**src/rtl/echo_noc_pkg.sv**
```systemverilog
// Shared types for the echo request path: the NOCDataH beat, header field
// positions and the request funnel state encoding.
package echo_noc_pkg;

    typedef struct packed {
        logic [127:0] data;
        logic [15:0]  length;
    } NOCDataH;

    localparam int HDR_METHOD_MSB = 31;
    localparam int HDR_METHOD_LSB = 16;
    localparam int HDR_LEN_MSB    = 15;
    localparam int HDR_LEN_LSB    = 0;

    typedef enum logic [1:0] {
        IDLE,
        COLLECT,
        SEND,
        DISCARD
    } funnel_state_e;

endpackage

```
**src/rtl/echo_req_funnel.sv**
```systemverilog
// Packs framed 32-bit host words into one NOCDataH beat for the echo request pipe.
// Optional frame/drop counters are built when ECHO_FUNNEL_STATS_EN is defined.
module echo_req_funnel
   import echo_noc_pkg::*;
#(
   parameter int MAX_WORDS = 4
) (
   input  logic         CLK,
   input  logic         nRST,
   input  logic         in_enq__ENA,
   input  logic [31:0]  in_enq_v,
   output logic         in_enq__RDY,
   output logic         out_enq__ENA,
   output logic [143:0] out_enq_v,
   input  logic         out_enq__RDY
`ifdef ECHO_FUNNEL_STATS_EN
   ,
   output logic [31:0]  stat_frames,
   output logic [31:0]  stat_drops
`endif
);

   localparam logic [15:0] MAX_LEN = 16'(MAX_WORDS);

   funnel_state_e state, next_state;
   logic [15:0]   remaining;
   logic [1:0]    slot;
   NOCDataH       beat;

   logic          accept;
   logic          transfer;
   logic [15:0]   hdr_len;
   logic [15:0]   eff_len;
   logic [15:0]   hdr_method;

   assign hdr_method = in_enq_v[HDR_METHOD_MSB:HDR_METHOD_LSB];
   assign hdr_len    = in_enq_v[HDR_LEN_MSB:HDR_LEN_LSB];
   // A zero length is a header-only frame.
   assign eff_len    = (hdr_len == 16'd0) ? 16'd1 : hdr_len;

   assign in_enq__RDY  = nRST && (state != SEND);
   assign accept       = in_enq__ENA && in_enq__RDY;
   assign out_enq__ENA = nRST && (state == SEND) && out_enq__RDY;
   assign transfer     = out_enq__ENA;
   assign out_enq_v    = beat;

   // Next-state selection for the framing FSM.
   always_comb begin
      next_state = state;
      case (state)
         IDLE: begin
            if (accept) begin
               if (eff_len == 16'd1) begin
                  next_state = SEND;
               end else if (eff_len <= MAX_LEN) begin
                  next_state = COLLECT;
               end else begin
                  next_state = DISCARD;
               end
            end
         end
         COLLECT: begin
            if (accept && remaining == 16'd1) begin
               next_state = SEND;
            end
         end
         DISCARD: begin
            if (accept && remaining == 16'd1) begin
               next_state = IDLE;
            end
         end
         SEND: begin
            if (transfer) begin
               next_state = IDLE;
            end
         end
         default: next_state = IDLE;
      endcase
   end

   // State register, word counter and beat assembly.
   always_ff @(posedge CLK) begin
      if (!nRST) begin
         state     <= IDLE;
         remaining <= '0;
         slot      <= '0;
         beat      <= '0;
      end else begin
         state <= next_state;
         if (state == IDLE && accept) begin
            remaining   <= eff_len - 16'd1;
            slot        <= '0;
            beat.data   <= {hdr_method, 112'b0};
            beat.length <= eff_len;
         end else if (state == COLLECT && accept) begin
            remaining <= remaining - 16'd1;
            slot      <= slot + 2'd1;
            // Payload slots fill from the top of the data field downward.
            case (slot)
               2'd0:    beat.data[111:80] <= in_enq_v;
               2'd1:    beat.data[79:48]  <= in_enq_v;
               default: beat.data[47:16]  <= in_enq_v;
            endcase
         end else if (state == DISCARD && accept) begin
            remaining <= remaining - 16'd1;
         end
      end
   end

`ifdef ECHO_FUNNEL_STATS_EN
   logic frame_done;
   logic frame_drop;

   assign frame_done = transfer;
   assign frame_drop = (state == DISCARD) && accept && (remaining == 16'd1);

   // Forwarded and dropped frame counters.
   always_ff @(posedge CLK) begin
      if (!nRST) begin
         stat_frames <= '0;
         stat_drops  <= '0;
      end else begin
         if (frame_done) stat_frames <= stat_frames + 32'd1;
         if (frame_drop) stat_drops  <= stat_drops + 32'd1;
      end
   end
`endif

endmodule

```
**config.mk**
```make
export PLATFORM = sky130hd
export DESIGN_NAME = echo_req_funnel
export DESIGN_NICKNAME = d
export VERILOG_FILES = /design/src/rtl/echo_noc_pkg.sv /design/src/rtl/echo_req_funnel.sv
export SDC_FILE = /design/constraint.sdc
export NUM_CORES = 1
export LEC_CHECK = 0
export CAP_MARGIN = 25
export CORE_MARGIN = 2
export CORE_UTILIZATION = 45
export CTS_CLUSTER_DIAMETER = 80
export DETAILED_ROUTE_END_ITERATION = 8
export PLACE_DENSITY_LB_ADDON = 0.08
export SYNTH_ARGS = -nofsm -noshare
export SYNTH_HDL_FRONTEND = slang
export SYNTH_SLANG_ARGS = --single-unit
```
**constraint.sdc**
```tcl
create_clock -name CLK -period 3.65 [get_ports CLK]
set_input_delay 0.5475 -clock CLK [delete_from_list [all_inputs] [get_ports CLK]]
set_output_delay 0.5475 -clock CLK [all_outputs]
set_load 0.01 [all_outputs]
```
### After elaboration in Yosys (flattened, before gate mapping)

Cells that the tools add are included.

* add/subtract/negate cells: 3
* $lt $le $gt $ge: 1
* eq/ne operators: 11
* mux-type cells: 11
* bitwise operators: 2
* reduce and logical (&&, ||, !) cells: 18

Operators with widths (number)
* $mux 16: 4
* $eq 16x1->1 const B: 2
* $sub 16x1->16 const B: 2
* $le 16x3->1 const B: 1
* $logic_not 16->1: 1
* $mux 2: 6
* $ne 2x2->1 const B: 5
* $logic_and 1x1->1: 8
* $pmux 2 s4: 1
* $reduce_and 2->1: 3
* $eq 2x1->1 const B: 2
* $eq 2x2->1 const B: 2
* $logic_not 2->1: 2
* $reduce_and 4->1: 1
* $reduce_or 2->1: 2
* $reduce_bool 3->1: 1
* $add 2x1->2 const B: 1
* $not 1->1: 2

* flip-flop bits (word level): 148
* word-level logic and storage cells: 54

### Logic depth before layout (Yosys ltp)

Gate-level depths: netlist of the first run.

* word-level depth: 7
* gate-level depth with buffers: 12
* mapped depth without buffers: 10

### Worst setup path before layout of the first run

No wires, ideal clock.

* path kind: input-to-reg
* start point: in in_enq_v[12]
* end point: reg remaining[14]
* library setup time: 0.116 ns
* data arrival time: 2.859 ns
* data required time: 3.534 ns
* slack: 0.674 ns
* stages on the path: 10
* path through: clkbuf_1 -> nor4_1 -> and2_1 -> a21oi_1 -> ha_1 -> nor3b_1 -> nand3_1 -> or3_1 -> xnor2_1 -> o211a_1

* longest elaborated chain between the ends: 4

Ends and longest elaborated chain
* start, declared: RTL line echo_req_funnel.sv:11 `input logic [31:0] in_enq_v,`
* $logic_not 16->1: RTL line echo_req_funnel.sv:39 `assign eff_len = (hdr_len == 16'd0) ? 16'd1 : hdr_len;`
* $mux 16 *: RTL line echo_req_funnel.sv:39
* $sub 16x1->16 *: RTL line echo_req_funnel.sv:91 `remaining <= eff_len - 16'd1;`
* $mux 16 *: RTL line echo_req_funnel.sv:90 `if (state == IDLE && accept) begin`
* end signal, assigned: RTL line echo_req_funnel.sv:91
* end signal, assigned: RTL line echo_req_funnel.sv:96 `remaining <= remaining - 16'd1;`
* end signal, assigned: RTL line echo_req_funnel.sv:105 `remaining <= remaining - 16'd1;`
* end, declared: RTL line echo_req_funnel.sv:26 `logic [15:0] remaining;`

Every way passes the cells marked *; elsewhere a longest branch is shown, timed or not.
A chain may end at the register's enable or synchronous reset.

### Final worst setup path of the first run

* start point: in in_enq_v[11]
* end point: reg remaining[14]

Same word-level chain as after synthesis.

==> results.cfg, run 1 <==
[critical_path]
start_kind = input port
critical_path.max_stage_delay_ps = 620
critical_path_depth = 10
path_buf_inv = 1
crit_type = in2reg
crit_family = simple AND/OR/NAND/NOR gates
cp_max_fo = 6
crit_path_end_kind = register
crit_chain = clkdlybuf4s50_1 -> nor4_1 -> and2_1 -> a21oi_1 -> ha_1 -> nor3b_1 -> nand3_1 -> or3_1 -> xnor2_1 -> o211a_1
ff2ff_path_depth = 6
cp.required_ps = 3960
cp.arrival_ps = 3330
critical_path.slowest_cell = clkdlybuf4s50_1

[global_route]
grt_pass1_wl_um = 30700
grt_max_degree = 42
track_usage_pct = 27.0
antenna_found_initial = 0
grt_pass1_vias = 5837
grt.overflow.total = 0

[power]
p_total_mw = 3.96
p_per_area_nw_per_um2 = 459
vdd_drop_max_v = 0.000277
power_leakage_nw = 3.15

[cells_and_area]
drive_above_1_share_pct = 7.81
fin_nets = 990
diodes = 0
areaGrowthSynthToFinish_pct = 40.2

[timing]
holdWs_ps = 450
timing.final.crit_share_pct = 82.9
maxSlewViolCount = 0
slew_headroom_pct = 45.3
hold_viol = 0
grt_setup_unrepaired = no
post-route-min-period_ps = 3030
tns_ps = 0
worst_pin_slew_ps = 813
skew_ps = 8.21
fmax_ghz = 0.331
finalWorstSetupSlack_ps = 624
setup_viol = 0

[synth]
syn_area_um2 = 6150
synth_top_area_share_pct = 48.2
ys_ff_latch = 148
yosysSeqAreaShare_pct = 48.2
yosysMostFrequentCell = nand2_1
synth_top_flop_cell = dfxtp_1
ys_warn_count = 0
synth.distinct_cells = 55
async_flop_share_pct = 0
synth_edf_count = 0
synth.largest_area_cell = dfxtp_1
synth_common_cells = nand2_1 (266), dfxtp_1 (148), a21oi_1 (113)
synthCells = 789
synthTopCellsByArea = dfxtp_1 (48%), nand2_1 (16%), a21oi_1 (9.2%)
postSynthAreaPerCell_um2 = 7.79

[status]
outcome = finished, final reports clean

[clock_network]
post_cts_resized = 0
cts_tree = done
htreeDepth = 4
cts.sinks = 148
numCtsBuffers = 17
clk_path_buf_depth = 2
clkTransAtPathRegs_ps = 60
cts_root_buffer = clkbuf_16
worstSkewPairLatency_ps = 420
postCtsSetupRepairBufs = 0
ctsHoldBuffers = 0

[drt]
ant_nets = 0
vias = 6104
vias_per_cell = 5.37
dr.first_iter.drc_count = 492
wl_per_cell_um = 17.3
drc = 0
drt_wl_total_um = 19600
firstDrtPassIters = 7

[floorplanning]
io_pins = 182
die_h_um = 121
num_rows = 42
die-area_um2 = 14600
start_util_pct = 46.2
core_region_area_um2 = 13300
fp.dieW_um = 121

[place]
place_ws_ps = 269
placement.io_buffers = 165
dp_hpwl_um = 13800
routabilityCongestion = 0.920

[worst_hold_path]
holdPathStages = 2
hp-class = reg2reg

[flow_run]
cap_violations = 0
==> worst paths after layout <==
path / from / end / slack [ps]
max: in_enq_v[11] / remaining[14] / 620
min reg2reg: out_enq_v[14] / out_enq_v[14] / 450
max reg2reg: state[0] / out_enq_v[124] / 1140
min: out_enq_v[14] / out_enq_v[14] / 450
==> layer usage <==
layer  part of all wire, %  vias up  GRT usage (%)
li1                      -     2918              -
met1                    42     2911           34.4
met2                    47      250           42.6
met3                   9.4       25           8.98
met4                   1.6        0           9.45
met5                     0        -              0
==> flip-flops by register name, summed over array words and instances (netlist names) <==
signal,flops
out_enq_v,128
state,2
slot,2
remaining,16
==> worst register-to-register path, stage by stage (launching register included) <==
cell and delay [ps]:
dfxtp_1 650, nand3_1 390, nor2_1 340, nand2_1 460
buf_4 380, nand2_1 90, a21oi_1 60
==> logic make-up (layout without fill, tap and decap cells) <==
kind of cell | count (synthesis) | after routing | synth area share (%)
AND/OR/NAND/NOR | 378 | 378 | 27.1
AO/OA/AOI/OAI | 159 | 159 | 14.5
flip-flops | 148 | 148 | 48.2
buffers and inverters | 82 | 238 | 6.66
XOR/XNOR | 12 | 12 | 1.71
adder cells (fa/ha/maj) | 7 | 7 | 1.43
multiplexers | 2 | 2 | 0.326
other | 1 | 16 | 0.0610
==> where the power goes <==
| group | switching [mW] | internal, mW |
|---|---|---|
| Sequential | 0.0496 | 1.67 |
| Combinational | 0.269 | 0.213 |
| Clock | 0.707 | 1.05 |
| Total | 1.03 | 2.93 |
==> area by class of cell <==
cell class | count | area (µm²)
Inverter | 7 | 26.3
Clock buffer | 19 | 453
Clock inverter | 13 | 146
Sequential cell | 148 | 2960
Tap cell | 176 | 220
Multi-Input combinational cell | 574 | 2850
Timing Repair Buffer | 199 | 1960
Fill cell | 1125 | 4680
==> per-stage QoR <==
stage	instance area, µm²	instances	utilization, %
3_5_place_dp	8020	1104	60.3
5_1_grt	8620	1136	64.8
4_1_cts	8620	1136	64.8
2_1_floorplan	6200	804	-
3_3_place_gp	8020	1104	60.3
6_report	8620	1136	64.8
==> cell usage in the layout (no fill, tap or decap), types with 3 or more instances in the layout <==
master	count
xnor2_1	8
conb_1	16
ha_1	7
and2_1	3
a21boi_0	6
nor2_1	19
inv_6	4
dfxtp_1	148
nor3_1	7
xor2_1	4
a22o_1	3
nor4_1	8
inv_1	7
clkbuf_16	17
or4_1	3
o221ai_1	3
o21ai_0	15
nor2b_1	8
and3_1	6
a21oi_1	113
nand2_1	266
clkdlybuf4s50_1	164
nand3_1	35
o21a_1	3
buf_12	5
buf_4	29
clkinv_4	3
No activity file was read; power rests on OpenSTA's default activity.
==> run 2, diff against run 1 <==
- CORE_UTILIZATION: 45 -> 43
- clock period: 3.65 -> 2.6 ns (I/O delays scaled with it)
==> results.cfg, run 2 (synthesis results as in run 1) <==
[status]
outcome = finished, final reports clean

[critical_path]
rrSetupSlack_ps = 490
crit_path_end_kind = register
start_kind = input port
cp_max_fo = 6
r2r-start = state[1]
cp.arrival_ps = 2780
cp.required_ps = 2920
crit_type = in2reg
r2r-end = out_enq_v[90]
ff2ff_path_depth = 7

[timing]
post-route-min-period_ps = 2460
timing.final.crit_share_pct = 94.5
worst_pin_slew_ps = 656
hold_viol = 0
holdWs_ps = 375
fmax_ghz = 0.407
skew_ps = 6.68
grt_setup_unrepaired = no
setup_viol = 0
maxSlewViolCount = 0
slew_headroom_pct = 55.9

[cells_and_area]
final_cell_mix = nand2_1 (266), clkdlybuf4s50_1 (164), dfxtp_1 (148)
nFillCells = 1193
diodes = 0
largest_register_ffs = 128
fin_nets = 1018
areaGrowthSynthToFinish_pct = 45.1
drive_above_1_share_pct = 10.5
layout_commonest_cell = nand2_1

[flow_run]
cap_violations = 0

[global_route]
antenna_found_initial = 0
grt.overflow.total = 0
grt_pass1_vias = 5977
track_usage_pct = 26.0
grt_max_degree = 33
grt_pass1_wl_um = 30400

[clock_network]
numCtsBuffers = 17
postCtsSetupRepairBufs = 0
cts_tree = done
htreeDepth = 4
ctsHoldBuffers = 0
clk_path_buf_depth = 2
cts_root_buffer = clkbuf_16
worstSkewPairLatency_ps = 430
clkTransAtPathRegs_ps = 60
post_cts_resized = 0
cts.sinks = 148

[place]
routabilityCongestion = 0.861
placement.io_buffers = 165
dp_hpwl_um = 14000

[drt]
dr.first_iter.drc_count = 391
drt_wl_total_um = 19700
ant_nets = 0
vias_per_cell = 5.30
firstDrtPassIters = 5
vias = 6193
drc = 0
wl_per_cell_um = 16.9

[power]
power_leakage_nw = 3.30
vdd_drop_max_v = 0.000411
p_per_area_nw_per_um2 = 657
p_total_mw = 5.86

[floorplanning]
start_util_pct = 44.1
die-area_um2 = 15300
core_region_area_um2 = 13900
io_pins = 182
num_rows = 43
die_h_um = 124
fp.dieW_um = 124

[worst_hold_path]
holdPathEnd = out_enq_v[4]
hold_start = nRST
hp-class = in2reg
holdPathStages = 3
## run 2: cell types whose count changed in the layout (fill, tap and decap cells not counted), moves of 2 or more
cell	change
buf_4	+27
bufinv_16	+3
clkinv_2	-2
clkbuf_8	-2
## run 2: report_power, final
part           internal [mW]  switching (mW)
sequential              2.34          0.0659
clock                   1.72            1.02
combinational          0.323           0.392
## run 2: routing by layer
| metal | vias to the layer above | GRT usage (%) | routed length [µm] |
|---|---|---|---|
| li1 | 2965 | - | - |
| met1 | 2951 | 32.7 | 8510 |
| met2 | 245 | 41.4 | 9210 |
| met3 | 32 | 7.61 | 1570 |
| met4 | 0 | 11.3 | 452 |
| met5 | - | 0 | 0 |
## run 2: area by class of cell
type / count / area [µm²] / area share, %
timing repair buffer: 227 / 2190 / 24.5
inverter: 7 / 26.3 / 0.295
clock inverter: 14 / 225 / 2.53
tap: 180 / 225 / 2.53
multi-input combinational: 574 / 2860 / 32.1
sequential: 148 / 2960 / 33.2
clock buffer: 18 / 429 / 4.81
## run 2: worst max path at each step
stage	startpoint	to	slack, ps	cells past startpoint
floorplan	in_enq_v[12]	remaining[14]	9	10
global placement	in_enq_v[0]	remaining[14]	-170	10
detailed placement	in_enq_v[14]	remaining[14]	-290	10
CTS	in_enq_v[14]	remaining[14]	150	10
global route	in_enq_v[14]	remaining[14]	30	10
finish	in_enq_v[8]	remaining[14]	140	10
## run 2: worst max-delay path: stages
cell             delay [ps]
clkdlybuf4s50_1         500
nor4_1                   90
and2_1                  180
a21oi_1                 220
ha_1                    220
nor3b_4                 300
nand3_1                 170
or3_1                   350
xnor2_1                 140
o211a_1                 200
## run 2: per-stage QoR
step                      setup slack (ps)  std cells  area (µm²)  utilization, %  setup TNS, ps
after CTS                              149       1168        8920            64.0              0
after detailed placement              -290       1136        8260            59.3          -1340
final                                  142       1168        8920            64.0              0
after floorplan                       8.51        804        6210               -              0
after global placement                -166       1136        8260            59.3           -368
after global routing                  30.6       1168        8920            64.0              0
